`config.mk`:
```
export PLATFORM = sky130hd
export DESIGN_NAME = log_unit
export DESIGN_NICKNAME = d
export VERILOG_FILES = /design/src/rtl/log_unit.sv
export SDC_FILE = /design/constraint.sdc
export NUM_CORES = 1
export LEC_CHECK = 0
export ABC_AREA = 1
export BUFFER_PORTS_ARGS = -buffer_cell sky130_fd_sc_hd__buf_2
export CORE_MARGIN = 4
export CORE_UTILIZATION = 40
export DETAILED_ROUTE_END_ITERATION = 10
export HOLD_SLACK_MARGIN = 0.06
export SLEW_MARGIN = 20
export SYNTH_ARGS = -nofsm -noshare
export SYNTH_HDL_FRONTEND = slang
export SYNTH_SLANG_ARGS = --single-unit
export TNS_END_PERCENT = 1
```
`constraint.sdc`:
```
create_clock -name clk -period 10.1 [get_ports clk]
set_input_delay 1.01 -clock clk [delete_from_list [all_inputs] [get_ports clk]]
set_output_delay 1.01 -clock clk [all_outputs]
set_load 0.01 [all_outputs]
```
`src/rtl/log_unit.sv`:
```
// log_unit: handshaked fixed-point logarithm (log2 / ln / log10).
// MSB normalisation gives the integer part, repeated mantissa squaring gives the fraction.
module log_unit #(
  parameter int IN_WIDTH  = 24,
  parameter int IN_FRAC   = 8,
  parameter int OUT_WIDTH = 16,
  parameter int OUT_FRAC  = 8,
  parameter int G         = OUT_FRAC + 4
) (
  input  logic                 clk,
  input  logic                 reset_n,
  input  logic                 in_valid,
  output logic                 in_ready,
  input  logic [IN_WIDTH-1:0]  in_data,
  input  logic [1:0]           in_mode,
  output logic                 out_valid,
  input  logic                 out_ready,
  output logic [OUT_WIDTH-1:0] out_data,
  output logic                 out_err
);
  localparam int PW   = (IN_WIDTH > 1) ? $clog2(IN_WIDTH) : 1;
  localparam int IW   = PW + 2;
  localparam int LW   = IW + G;
  localparam int PWID = LW + 18;
  localparam int CW   = $clog2(G + 1);
  localparam int SH   = 16 + G - OUT_FRAC;

  localparam logic [2:0] S_IDLE  = 3'd0;
  localparam logic [2:0] S_NORM  = 3'd1;
  localparam logic [2:0] S_ITER  = 3'd2;
  localparam logic [2:0] S_SCALE = 3'd3;
  localparam logic [2:0] S_DONE  = 3'd4;

  logic [2:0]           state_q, state_d;
  logic [IN_WIDTH-1:0]  x_q, x_d;
  logic [1:0]           mode_q, mode_d;
  logic [IW-1:0]        int_q, int_d;
  logic [16:0]          m_q, m_d;
  logic [G-1:0]         frac_q, frac_d;
  logic [CW-1:0]        cnt_q, cnt_d;
  logic                 err_q, err_d;
  logic                 out_valid_q, out_valid_d;
  logic [OUT_WIDTH-1:0] out_data_q, out_data_d;
  logic                 out_err_q, out_err_d;

  logic [PW-1:0]          msb_pos;
  logic [33:0]            m_sq;
  logic [16:0]            k_sel;
  logic signed [LW-1:0]   l_val;
  logic signed [PWID-1:0] prod;
  logic signed [PWID-1:0] y_full;
  logic [OUT_WIDTH-1:0]   y_sat;

  always_comb begin
    msb_pos = '0;
    for (int i = 0; i < IN_WIDTH; i++) begin
      if (x_q[i]) msb_pos = PW'(i);
    end
  end

  assign m_sq = {17'b0, m_q} * {17'b0, m_q};

  always_comb begin
    case (mode_q)
      2'd1:    k_sel = 17'd45426;
      2'd2:    k_sel = 17'd19728;
      default: k_sel = 17'd65536;
    endcase
  end

  assign l_val  = {int_q, frac_q};
  assign prod   = PWID'(l_val) * PWID'($signed({1'b0, k_sel}));
  assign y_full = prod >>> SH;

  // Result fits when every bit above the output sign bit matches it.
  always_comb begin
    if ((y_full[PWID-1:OUT_WIDTH-1] == '0) || (y_full[PWID-1:OUT_WIDTH-1] == '1)) begin
      y_sat = y_full[OUT_WIDTH-1:0];
    end else if (y_full[PWID-1]) begin
      y_sat = {1'b1, {(OUT_WIDTH-1){1'b0}}};
    end else begin
      y_sat = {1'b0, {(OUT_WIDTH-1){1'b1}}};
    end
  end

  always_comb begin
    state_d     = state_q;
    x_d         = x_q;
    mode_d      = mode_q;
    int_d       = int_q;
    m_d         = m_q;
    frac_d      = frac_q;
    cnt_d       = cnt_q;
    err_d       = err_q;
    out_valid_d = out_valid_q;
    out_data_d  = out_data_q;
    out_err_d   = out_err_q;
    case (state_q)
      S_IDLE: begin
        if (in_valid) begin
          x_d     = in_data;
          mode_d  = in_mode;
          state_d = S_NORM;
        end
      end
      S_NORM: begin
        int_d   = IW'(int'(msb_pos) - IN_FRAC);
        m_d     = 17'(({x_q, 17'b0} << (IN_WIDTH - 1 - int'(msb_pos))) >> IN_WIDTH);
        frac_d  = '0;
        cnt_d   = '0;
        err_d   = (x_q == '0);
        state_d = (x_q == '0) ? S_SCALE : S_ITER;
      end
      S_ITER: begin
        // Squaring doubles log2(m); crossing 2.0 yields the next fraction bit.
        frac_d = {frac_q[G-2:0], m_sq[33]};
        m_d    = 17'(m_sq >> (m_sq[33] ? 17 : 16));
        cnt_d  = cnt_q + CW'(1);
        if (cnt_q == CW'(G - 1)) state_d = S_SCALE;
      end
      S_SCALE: begin
        out_valid_d = 1'b1;
        out_err_d   = err_q;
        out_data_d  = err_q ? {1'b1, {(OUT_WIDTH-1){1'b0}}} : y_sat;
        state_d     = S_DONE;
      end
      S_DONE: begin
        if (out_ready) begin
          out_valid_d = 1'b0;
          state_d     = S_IDLE;
        end
      end
      default: state_d = S_IDLE;
    endcase
  end

  always_ff @(posedge clk or negedge reset_n) begin
    if (!reset_n) begin
      state_q     <= S_IDLE;
      x_q         <= '0;
      mode_q      <= '0;
      int_q       <= '0;
      m_q         <= '0;
      frac_q      <= '0;
      cnt_q       <= '0;
      err_q       <= 1'b0;
      out_valid_q <= 1'b0;
      out_data_q  <= '0;
      out_err_q   <= 1'b0;
    end else begin
      state_q     <= state_d;
      x_q         <= x_d;
      mode_q      <= mode_d;
      int_q       <= int_d;
      m_q         <= m_d;
      frac_q      <= frac_d;
      cnt_q       <= cnt_d;
      err_q       <= err_d;
      out_valid_q <= out_valid_d;
      out_data_q  <= out_data_d;
      out_err_q   <= out_err_d;
    end
  end

  assign in_ready  = (state_q == S_IDLE);
  assign out_valid = out_valid_q;
  assign out_data  = out_data_q;
  assign out_err   = out_err_q;
endmodule
```
# Word-level counts from Yosys, hierarchy flattened
# Index checks and enable logic that the tools add are counted.
word_totals:
  regBits: 87
  input_bits: 30
  output_inout_bits: 19
  elab_cells: 76
classes:
  addsub: 3
  mul: 2
  eq_ne: 11
  n_shift: 2
  n_mux: 38
  reduce_logical: 9
op_table:
  columns: ["operator", "n"]
  rows:
  - ["2-to-1 mux 5 bit", 19]
  - ["case mux 17 bit (2 select lines)", 2]
  - ["2-to-1 mux 16 bit", 3]
  - ["<< shifter 41 x 32 -> 41 bit", 1]
  - ["multiplier 18 x 18 -> 36 bit", 1]
  - ["multiplier 17 x 17 -> 34 bit", 1]
  - [">> shifter 34 x 5 -> 17 bit", 1]
  - ["zero test 24 bit", 1]
  - ["case mux 12 bit (2 select lines)", 1]
  - ["== test 22 bit, second input constant", 1]
  - ["zero test 22 bit", 1]
  - ["case mux 3 bit (5 select lines)", 1]
  - ["2-to-1 mux 3 bit", 4]
  - ["case mux 4 bit (2 select lines)", 1]
  - ["== test 3 x 2 -> 1 bit, second input constant", 2]
  - ["inequality test 2 bit, second input constant", 3]
  - ["subtractor 5 x 4 -> 6 bit, second input constant", 1]
  - ["subtractor 5 x 5 -> 6 bit, first input constant", 1]
  - ["adder 4 x 1 -> 4 bit, second input constant", 1]
  - ["== test 4 bit, second input constant", 1]
  - ["2-to-1 mux 1 bit", 4]
  - ["2-to-1 mux 2 bit", 2]
  - ["AND reduction 2 bit", 2]
  - ["nonzero test 2 bit", 2]
  - ["8 further kinds", 8]

# Longest topological paths before layout
depth:
  word_depth: 26
  ltp_mapped: 34
  ltp_nobuf: 33

# Least setup slack after synthesis
# OpenSTA, ideal clock, no wires.
synth_path:
  kind: "reg2reg"
  from: "register m_q[14]"
  to: "register m_q[5]"
  setup_time_ns: 0.135
  arrival_time_ns: 6.030
  slack_ns: 3.935
  path_stages_with_launch: 27
  path_buffers: 3
  cell_sequence: "dfrtp_1 > clkbuf_1 > buf_1 > nand2_1 > fa_1 > fa_1 > inv_1 > fa_1 > fa_1 > fa_1 > inv_1 > fa_1 > inv_1 > ha_1 > a21oi_1 > inv_1 > nand2_1 > a211oi_1 > nor2_1 > nor2_1 > a2111oi_0 > nand3_1 > nand2_2 > inv_4 > buf_6 > o211ai_1 > a31oi_1"
synth_between:
  elab_chain_cells: 4
synth_rtl:
  columns: ["item", "line_no", "rtl"]
  rows:
  - ["from (decl)", "38", "logic [16:0] m_q, m_d;"]
  - ["from (signal assigned)", "155", "m_q <= m_d;"]
  - ["multiplier 17 x 17 -> 34 bit *", "61", "assign m_sq = {17'b0, m_q} * {17'b0, m_q};"]
  - ["2-to-1 mux 1 bit", "117", "m_d = 17'(m_sq >> (m_sq[33] ? 17 : 16));"]
  - [">> shifter 34 x 5 -> 17 bit *", "117", null]
  - ["case mux 17 bit (2 select lines) *", "98", "case (state_q)"]
# Mark *: on every way between the ends. The rest lies on a longest branch, timed or not.
# A chain may end at the register's enable or synchronous reset.

# Final worst setup path
layout_path:
  from: "register m_q[12]"
  to: "register m_q[10]"
# The elaborated chain is that of the path after synthesis.

==> results.cfg <==
[final_layout]
final_cell_mix = 799 x sky130_fd_sc_hd__inv_1, 494 x sky130_fd_sc_hd__nand2_1, 386 x sky130_fd_sc_hd__fa_1, 266 x sky130_fd_sc_hd__ha_1, 165 x sky130_fd_sc_hd__nor2_1
final_common_cell = sky130_fd_sc_hd__inv_1
drive_gt1_share_pct = 3.73
antenna_cells_inserted = 0
fill_cells = 5520
area_growth_pct = 5.17
design.final.nets = 3442
fin_util_pct = 42.7
fin_area_um2 = 23100

[clocking]
cts.clk_slew.worst_paths_ns = 0.08
clock_tree.buffer_depth = 2
ctsResizeCount = 0
tritoncts_clock_tree = built
sinks_on_clock_net = 87
cts_buffers = 9
cts_hold_buffers = 0
worst_skew_pair.late_latency_ns = 0.37
cts.htree.levels = 3
cts_setup_buffers = 0
clock-root-buffer = sky130_fd_sc_hd__clkbuf_16

[status]
status = finished, final reports clean

[critical_path]
cell_seen_most_often_among_critical_path_stages = sky130_fd_sc_hd__fa_1
slowest_delay_ns = 0.92
rr_worst_depth = 25
regToRegEndpoint = m_q[10]
critical_path.endpoint_type = flop
worst-setup-path-type = flop to flop
max_fo_critical_path = 18
startpoint_of_the_worst_register_to_register_path = m_q[12]
worstPathArrival_ns = 7.27
worstSetupStartpointType = flop
timing.critical_path.max_delay_family = adder cells
path_buf_inv = 5
required_ns = 10.36
crit_path_slowest_cell = sky130_fd_sc_hd__dfrtp_1
register_to_register_path_setup_slack_ns = 3.10

[routing]
drt_first_iter_violations = 837
route.antenna.remaining_nets = 0
finalWirelength_um = 51900
route.detailed.wl_per_inst_um = 15.0
dr_total_vias = 17000
drtPass1Iterations = 5
drc_errors_left = 0
route.detailed.vias_per_inst = 4.90

[yosys]
yosysSeqAreaShare_pct = 9.92
synthesis.instances = 2772
post_synthesis_instance_area_um2 = 21900
postSynth.asyncResetShare_pct = 100
ys_warnings = 0
synth-edff-count = 0
dominantRegCellSynth = sky130_fd_sc_hd__dfrtp_1
netlist-cell-type-count = 52
avgSynthCellArea_um2 = 7.92
mappedNetlistNets = 3454
synth-seq-cells = 87

[sta]
worst_pin_slew_ns = 0.887
relSlewSlack_pct = 40.9
timing.fmax_mhz = 143
timing.final.crit_period_ns = 7.00
clock_skew_ns = 0.0108
slew_violations = 0
final.period_utilization_pct = 69.3
grt_setup_unrepaired = no
setup_viol = 0
totalNegativeSetupSlack_ns = 0
fin_hold_viols = 0
layout_setup_ws_ns = 3.10

[die]
num_rows = 85
start_util_pct = 40.6
ioPinCount = 49
die_width_um = 242
dieHeight_um = 242
fp.dieArea_um2 = 58700
fp.coreArea_um2 = 54000

[placement]
place.detailed.hpwl_um = 45300
dpl_worst_slack_ns = 3.13
placement_cell_area_um2 = 22800
port_buffers = 48
gp_routability_congestion = 0.935

[min_path]
worst_hold_path.num_cells = 1
hp-class = flop to flop
whs_endpoint = cnt_q[3]
worstHoldStart = cnt_q[3]

[flow_run]
max_cap_viol_count = 0

[global_routing]
groute.usage.overall_pct = 18.3
antenna_found_initial = 0
grt_pass1_wl_um = 89100
grt_pass1_vias = 18000
grt_overflow = 0
grt_max_degree = 55
[per-stage QoR]
| step | cells | hold WS [ns] |
|---|---|---|
| after CTS | 3461 | 0.481 |
| after detailed placement | 3445 | 0.473 |
| after floorplan | 2772 | 0.441 |
| final | 3461 | 0.477 |
| after global placement | 3445 | 0.453 |
| after global routing | 3461 | 0.508 |
[worst register-to-register path, cell delays in order, from the launching register on]
cell and delay (ns):
sky130_fd_sc_hd__dfrtp_1 0.92, sky130_fd_sc_hd__nand2_1 0.28, sky130_fd_sc_hd__fa_1 0.56, sky130_fd_sc_hd__fa_1 0.47, sky130_fd_sc_hd__fa_1 0.54, sky130_fd_sc_hd__inv_1 0.05
sky130_fd_sc_hd__fa_1 0.44, sky130_fd_sc_hd__fa_1 0.52, sky130_fd_sc_hd__inv_1 0.05, sky130_fd_sc_hd__fa_1 0.47, sky130_fd_sc_hd__inv_1 0.04, sky130_fd_sc_hd__ha_1 0.34
sky130_fd_sc_hd__a21oi_1 0.17, sky130_fd_sc_hd__inv_1 0.09, sky130_fd_sc_hd__nand2_1 0.06, sky130_fd_sc_hd__a211oi_1 0.06, sky130_fd_sc_hd__nor2_1 0.17, sky130_fd_sc_hd__nor2_1 0.08
sky130_fd_sc_hd__a2111oi_0 0.48, sky130_fd_sc_hd__nand3_1 0.17, sky130_fd_sc_hd__nand2_2 0.33, sky130_fd_sc_hd__inv_4 0.16, sky130_fd_sc_hd__o211ai_1 0.20, sky130_fd_sc_hd__nand2_1 0.07
sky130_fd_sc_hd__a21oi_1 0.14, sky130_fd_sc_hd__nor2_1 0.05
[worst max-delay path by stage]
stage,cells after the start,to,startpoint,slack [ns]
after floorplan,26,m_q[5],m_q[14],3.94
after global placement,29,out_data[13],mode_q[1],3.22
after detailed placement,29,out_data[13],mode_q[1],3.13
after CTS,29,out_data[13],mode_q[1],3.11
after global routing,28,out_data[13],mode_q[1],2.44
final,25,m_q[10],m_q[12],3.10
[routing by layer]
metal  routed length, um  share of wire [%]  up-vias  track usage [%]
met5                   0                  0        -                0
met4                 978                1.9        0             3.93
met3                2030                3.9       53             1.74
met2               25200                 49      346             31.0
met1               23700                 46     8361             25.6
li1                    -                  -     8209                -
[cell usage after synthesis, types with 8 or more instances]
cell type / n / area share (%)
sky130_fd_sc_hd__dfrtp_1: 87 / 9.9
sky130_fd_sc_hd__xor2_1: 20 / 0.80
sky130_fd_sc_hd__o211ai_1: 9 / 0.31
sky130_fd_sc_hd__o21ai_0: 64 / 1.5
sky130_fd_sc_hd__nand3_1: 133 / 3.0
sky130_fd_sc_hd__fa_1: 386 / 35
sky130_fd_sc_hd__a21o_1: 8 / 0.27
sky130_fd_sc_hd__inv_1: 799 / 14
sky130_fd_sc_hd__ha_1: 266 / 15
sky130_fd_sc_hd__nand2_2: 9 / 0.26
sky130_fd_sc_hd__a31oi_1: 10 / 0.29
sky130_fd_sc_hd__nor3_1: 13 / 0.30
sky130_fd_sc_hd__a21oi_1: 126 / 2.9
sky130_fd_sc_hd__clkbuf_1: 65 / 1.1
sky130_fd_sc_hd__nand2_1: 494 / 8.4
sky130_fd_sc_hd__xnor2_1: 22 / 0.88
sky130_fd_sc_hd__o22ai_1: 13 / 0.37
sky130_fd_sc_hd__nor2_1: 166 / 2.8
[sequential cells by signal, indices dropped and copies added, names as in the netlist]
signal     cells
cnt_q          4
err_q          1
frac_q        12
int_q          6
m_q           17
mode_q         2
out_data      16
out_err        1
out_valid      1
state_q        3
x_q           24
[layout make-up]
cell class / count / area (um2) / share of cell area [%]
Clock buffer: 9 / 225 / 0.976
Clock inverter: 7 / 71.3 / 0.309
Inverter: 804 / 3020 / 13.1
Sequential cell: 87 / 2180 / 9.43
Timing Repair Buffer: 61 / 340 / 1.47
Multi-Input combinational cell: 1797 / 16400 / 70.9
Tap cell: 696 / 871 / 3.77
[logic make-up after synthesis]
logic type      synth area share [%]
compound gates                  6.98
flops                           9.92
fa+ha+maj                       50.4
buf+inv                         15.5
xor+xnor                        1.68
simple gates                    15.6
Power is not shown: default switching activity piles up to over one toggle a cycle in this logic, so the estimate is an artifact.
